[config.mk]
export PLATFORM = sky130hd
export DESIGN_NAME = shift_onehot_encode_seq
export DESIGN_NICKNAME = d
export VERILOG_FILES = /design/src/rtl/shift_onehot_encode_seq.sv
export SDC_FILE = /design/constraint.sdc
export NUM_CORES = 1
export LEC_CHECK = 0
export BUFFER_PORTS_ARGS = -buffer_cell sky130_fd_sc_hd__buf_2
export CAP_MARGIN = 20
export CELL_PAD_IN_SITES_DETAIL_PLACEMENT = 2
export CELL_PAD_IN_SITES_GLOBAL_PLACEMENT = 2
export CORE_AREA = 10 10 71 73
export CTS_CLUSTER_SIZE = 8
export DETAILED_ROUTE_END_ITERATION = 8
export DIE_AREA = 0 0 81 83
export PLACE_DENSITY = 0.77
export SLEW_MARGIN = 20
export SYNTH_ARGS = -nofsm -noshare
export SYNTH_HDL_FRONTEND = slang
export SYNTH_SLANG_ARGS = --single-unit
[constraint.sdc]
create_clock -name clk -period 3.5 [get_ports clk]
set_input_delay 0.525 -clock clk [delete_from_list [all_inputs] [get_ports clk]]
set_output_delay 0.525 -clock clk [all_outputs]
set_load 0.01 [all_outputs]
[src/rtl/shift_onehot_encode_seq.sv]
// shift_onehot_encode_seq
// Sequential one-hot encoder. Each accepted word is shifted right one bit per
// cycle. The block reports the index of the lowest set bit, whether the word
// was all zeros, and whether it had more than one set bit.
module shift_onehot_encode_seq #(
    parameter  int WIDTH = 8,
    localparam int IDX_W = $clog2(WIDTH)
) (
    input  logic             clk,
    input  logic             rst,
    input  logic             in_valid,
    output logic             in_ready,
    input  logic [WIDTH-1:0] in_data,
    output logic             out_valid,
    input  logic             out_ready,
    output logic [IDX_W-1:0] out_idx,
    output logic             out_zero,
    output logic             out_multi
);

    localparam logic [1:0] ST_IDLE = 2'd0;
    localparam logic [1:0] ST_SCAN = 2'd1;
    localparam logic [1:0] ST_DONE = 2'd2;

    // The counter is one bit wider than the index so that it can count
    // WIDTH edges without wrapping when the top bit is the one that is set.
    localparam logic [IDX_W:0] CNT_LAST = (IDX_W+1)'(WIDTH - 1);
    localparam logic [IDX_W:0] CNT_ONE  = (IDX_W+1)'(1);

    logic [1:0]       state_q,     state_d;
    logic [WIDTH-1:0] sr_q,        sr_d;
    logic [IDX_W:0]   cnt_q,       cnt_d;
    logic             found_q,     found_d;
    logic [IDX_W-1:0] idx_q,       idx_d;
    logic             multi_q,     multi_d;
    logic [IDX_W-1:0] out_idx_q,   out_idx_d;
    logic             out_zero_q,  out_zero_d;
    logic             out_multi_q, out_multi_d;

    assign in_ready  = (state_q == ST_IDLE);
    assign out_valid = (state_q == ST_DONE);
    assign out_idx   = out_idx_q;
    assign out_zero  = out_zero_q;
    assign out_multi = out_multi_q;

    // Next-state logic: accept a word, scan it one bit per edge, then hold the result.
    always_comb begin
        state_d     = state_q;
        sr_d        = sr_q;
        cnt_d       = cnt_q;
        found_d     = found_q;
        idx_d       = idx_q;
        multi_d     = multi_q;
        out_idx_d   = out_idx_q;
        out_zero_d  = out_zero_q;
        out_multi_d = out_multi_q;
        case (state_q)
            ST_IDLE: begin
                if (in_valid) begin
                    sr_d    = in_data;
                    cnt_d   = '0;
                    found_d = 1'b0;
                    idx_d   = '0;
                    multi_d = 1'b0;
                    state_d = ST_SCAN;
                end
            end
            ST_SCAN: begin
                if (sr_q[0]) begin
                    if (!found_q) begin
                        idx_d   = cnt_q[IDX_W-1:0];
                        found_d = 1'b1;
                    end else begin
                        multi_d = 1'b1;
                    end
                end
                sr_d  = sr_q >> 1;
                cnt_d = cnt_q + CNT_ONE;
                // The last scan edge also examines the top bit, so the result
                // registers take the values updated on this same edge.
                if (cnt_q == CNT_LAST) begin
                    state_d     = ST_DONE;
                    out_idx_d   = idx_d;
                    out_zero_d  = !found_d;
                    out_multi_d = multi_d;
                end
            end
            ST_DONE: begin
                if (out_ready) begin
                    state_d = ST_IDLE;
                end
            end
            default: begin
                state_d = ST_IDLE;
            end
        endcase
    end

    // State and result registers with synchronous active-high reset.
    always_ff @(posedge clk) begin
        if (rst) begin
            state_q     <= ST_IDLE;
            sr_q        <= '0;
            cnt_q       <= '0;
            found_q     <= 1'b0;
            idx_q       <= '0;
            multi_q     <= 1'b0;
            out_idx_q   <= '0;
            out_zero_q  <= 1'b0;
            out_multi_q <= 1'b0;
        end else begin
            state_q     <= state_d;
            sr_q        <= sr_d;
            cnt_q       <= cnt_d;
            found_q     <= found_d;
            idx_q       <= idx_d;
            multi_q     <= multi_d;
            out_idx_q   <= out_idx_d;
            out_zero_q  <= out_zero_d;
            out_multi_q <= out_multi_d;
        end
    end

endmodule

Word level (Yosys, flattened, before mapping)
Cells that the tools add are included.

word-level totals
  flip-flop bits (word level) = 24
  input bits = 12
  output and inout port bits = 7
  logic and storage cells = 41

operators by class
  $add $sub $neg = 1
  equal/unequal tests = 6
  mux-type cells = 19
  reduce and logical (&&, ||, !) cells = 6

operators with widths
  operator                                               count
  case mux 8 bit (2 select lines)                        1
  two-way mux 3 bit                                      3
  two-way mux 8 bit                                      1
  case mux 4 bit (2 select lines)                        1
  two-way mux 2 bit                                      3
  case mux 2 bit (3 select lines)                        1
  case mux 3 bit (2 select lines)                        1
  two-way mux 1 bit                                      5
  adder 4 x 1 -> 4 bit, second input constant            1
  == test 4 x 3 -> 1 bit, second input constant          1
  two-way mux 4 bit                                      1
  inequality test 2 bit, second input constant           2
  case mux 1 bit (2 select lines)                        2
  AND reduction 2 bit                                    2
  AND reduction 3 bit                                    1
  == test 2 x 1 -> 1 bit, second input constant          1
  == test 2 bit, second input constant                   1
  logical NOT 2 bit                                      1
  inequality test 2 x 1 -> 1 bit, second input constant  1
  nonzero test 2 bit                                     1
  logical NOT 1 bit                                      1

Logic depth before layout (Yosys ltp)
  depth after elaboration = 3
  depth in mapped cells = 5
  gate-level depth less buffers = 4

Least setup slack after synthesis
No wires, ideal clock.

  path kind = register to output
  start point = register state_q[1]
  end point = output port out_valid
  arrival = 903 ps
  required time = 2975 ps
  setup slack = 2072 ps
  cell stages (with the launch flop) = 3
  buffers on the path = 1
  cell sequence = dfxtp_1 > clkbuf_1 > nor2b_1

between the ends
  cells in the longest elaborated chain, start to end = 1

ends and longest elaborated chain
  what                    line  RTL
  start, declared         30    logic [1:0] state_q, state_d;
  start signal, assigned  112   state_q <= state_d;
  == test 2 bit           41    assign out_valid = (state_q == ST_DONE);
  end, declared           14    output logic out_valid,

No other way between the ends.

Worst setup path after layout
Same ends and word-level chain as after synthesis.

==> out/metrics.yaml <==
status:
  status: "complete, no violations"
power_and_ir_drop:
  p_per_area_nw_per_um2: 450.2
  p_leak_nw: 0.5282
  power_frac_comb_pct: 10.0
  p_sw_mw: 0.1409
  peakVddDrop_mv: 0.1098
  switching_share_pct: 23.29
  p_int_mw: 0.4640
  p_seq_share_pct: 49.4
  clock_power_share_pct: 40.6
clocking:
  hold_buffers: 0
  cts_tree: "done"
  clk_pin_slew_worst_paths_ps: 90
  ctsResizeCount: 0
  post_cts_buffers: 0
  root_buffer: "clkbuf_8"
  clk_path_buf_depth: 2
  h-tree-depth: 1
  clock_sinks: 24
  clkLatencyLatePin_ps: 270
  numCtsBuffers: 3
yosys:
  synthMuxAreaShare_pct: 2.534
  synthAdderAreaFrac_pct: 1.056
  synthCells: 144
  synth_top_family_by_area: "compound AO/OA/AOI/OAI gates"
  yosys_warnings: 0
  yosysUniqueCellTypes: 29
  synth_nets: 157
  syn-cell-area_um2: 1185
  synthXorXnorAreaFrac_pct: 0
  synth-compound-area-share_pct: 27.03
  ys_seq_area_share_pct: 40.55
  synth_seq_cells: 24
  synth-simple-area-share_pct: 20.38
  synth.avg_cell_area_um2: 8.228
setup_path:
  crit_path_cell_trace: "nor2b_1 > buf_2"
  cp-start-kind: "flip-flop"
  cp_data_arrival_time_ps: 1560
  path_max_fanout: 24
  cp-end-kind: "primary output"
  crit_type: "flip-flop to primary output"
  slowest_delay_ps: 870
  cp_slowest_cell: "dfxtp_1"
  worstPathRequired_ps: 2970
job:
  maxCapViolCount: 0
detailed_routing:
  viasPerCell: 5.322
  drc: 0
  drt_first_pass_iters: 4
  wl_per_cell_um: 16.85
  drt-total-wl_mm: 3.404
  ant_nets: 0
  drt-initial-drc-count: 49
  vias: 1075
final_layout:
  final-instance-count-excl-fill: 202
  fin_area_um2: 1344
  insertedDiodeCount: 0
  areaGrowthSynthToFinish_pct: 13.41
  final_util_pct: 36.98
  final_nets: 168
  layout-drive-gt1-share_pct: 18.83
global_routing:
  first_global_vias: 1119
  grtUsageTotal_pct: 10.16
  grt_start_max_net_pins: 28
  antenna_found_initial: 0
  grt_pass1_wl_mm: 5.664
  grt_overflow: 0
sta:
  report.final.slew_viol_count: 0
  rsz0062_at_grt: "no"
  clock-skew-final_ps: 4.833
  hold_viol: 0
  max-slew-margin-rel_pct: 44.48
  fmax_ghz: 0.4805
  layout_min_cycle_time_ps: 2081
  setup_viol: 0
  worst_pin_slew_ps: 831.6
  min_period_over_period_pct: 59.47
  tns_ps: 0
place:
  dp.cells: 198
  io_buffer_count: 18
  dp.final_hpwl_mm: 2.388
  globalplace.congestion: 0.6879
  placed_area_um2: 1272
floorplan:
  core_area_um2: 3633
  dieArea_um2: 6723
  fp.dieW_um: 81
  fp-row-count: 22
  dieHeight_um: 83
  pin_count: 19
  initial_core_util_pct: 32.61
hold_path:
  hp-class: "flip-flop to flip-flop"
path summary, 6_finish.rpt:
check	from	end	slack, ps	depth (start not counted)
setup / recovery	state_q[1]	out_valid	1420	2
hold / removal	sr_q[7]	sr_q[7]	480	2
setup reg to reg	state_q[0]	idx_q[2]	1500	3
hold reg to reg	sr_q[7]	sr_q[7]	480	2
flip-flops by register name, indices dropped and copies added (netlist names):
name	flops
out_zero	1
cnt_q	4
found_q	1
state_q	2
multi_q	1
idx_q	3
out_idx	3
sr_q	8
out_multi	1
worst max-delay path, delay by kind of cell, from the launching register on:
family,cells,cell delay [ps]
DFF,1,870
buffers and inverters,1,160
and+or+nand+nor,1,260
logic make-up (layout without fill, tap and decap cells):
kind of cell | after synthesis | in the layout
and+or+nand+nor | 44 | 44
adders and majority gates | 1 | 1
muxes | 3 | 3
DFF | 24 | 24
AOI/OAI and AO/OA | 50 | 50
buffers and inverters | 22 | 32
power groups by stage:
stage          Clock, mW  Combinational (mW)  Sequential [mW]
2_1_floorplan          0              0.0521            0.297
3_3_place_gp           0              0.0575            0.304
3_5_place_dp           0              0.0614            0.305
4_1_cts            0.254              0.0619            0.299
5_1_grt            0.259              0.0694            0.302
6_report           0.246              0.0606            0.299
metal layers:
layer	vias up	share of wire, %	global-route usage [%]
met1	533	46	12.87
li1	523	-	-
met2	15	49	16.50
met4	0	0.88	2.817
met5	-	0	0
met3	4	3.9	2.371
area by class of cell:
class | instances | area (um2)
Timing Repair Buffer | 18 | 90.09
Clock buffer | 3 | 41.29
Tap cell | 48 | 60.06
Fill cell | 430 | 2290
Inverter | 10 | 37.54
Clock inverter | 1 | 30.03
Multi-Input combinational cell | 98 | 604.3
Sequential cell | 24 | 480.5
cells in the mapped netlist:
cell type | instances | share of area (%)
a211oi_1 | 5 | 3.2
a21o_1 | 1 | 0.63
a21oi_1 | 26 | 11
a22oi_1 | 2 | 1.3
a311oi_1 | 1 | 0.74
a31oi_1 | 1 | 0.53
and3b_1 | 2 | 1.5
buf_2 | 2 | 0.84
buf_6 | 2 | 1.9
clkbuf_1 | 8 | 2.5
dfxtp_1 | 24 | 41
ha_1 | 1 | 1.1
inv_1 | 10 | 3.2
mux2i_1 | 3 | 2.5
nand2_1 | 4 | 1.3
nand2b_1 | 5 | 2.6
nand2b_4 | 1 | 1.2
nand3_1 | 2 | 0.84
nand3b_1 | 5 | 3.2
nor2_1 | 18 | 5.7
nor2b_1 | 4 | 2.1
nor4bb_1 | 1 | 0.84
o21a_1 | 1 | 0.63
o21ai_0 | 5 | 2.1
o21bai_1 | 1 | 0.63
o221a_2 | 6 | 5.7
o31ai_1 | 1 | 0.63
or3_1 | 1 | 0.53
or4_1 | 1 | 0.63
through the flow:
step                      power, mW  setup slack [ps]  hold slack (ps)
after global routing         0.6299              1251            526.4
after detailed placement     0.3666              1553            475.3
after floorplan              0.3493              2072            445.6
after CTS                    0.6146              1386            488.6
after global placement       0.3615              1682            457.1
final                        0.6050              1419            481.3
cell usage in the layout (no fill, tap or decap), types with 2 or more instances in the layout:
cell      count
o21ai_0       5
buf_2        18
nand3_1       2
nor2b_1       4
nand3b_1      5
nand2_1       4
o221a_2       6
a21oi_1      26
clkbuf_8      3
mux2i_1       3
nor2_1       18
a211oi_1      5
and3b_1       2
nand2b_1      5
inv_1        10
a22oi_1       2
dfxtp_1      24
Note: power is estimated with default switching activity, not from simulation.
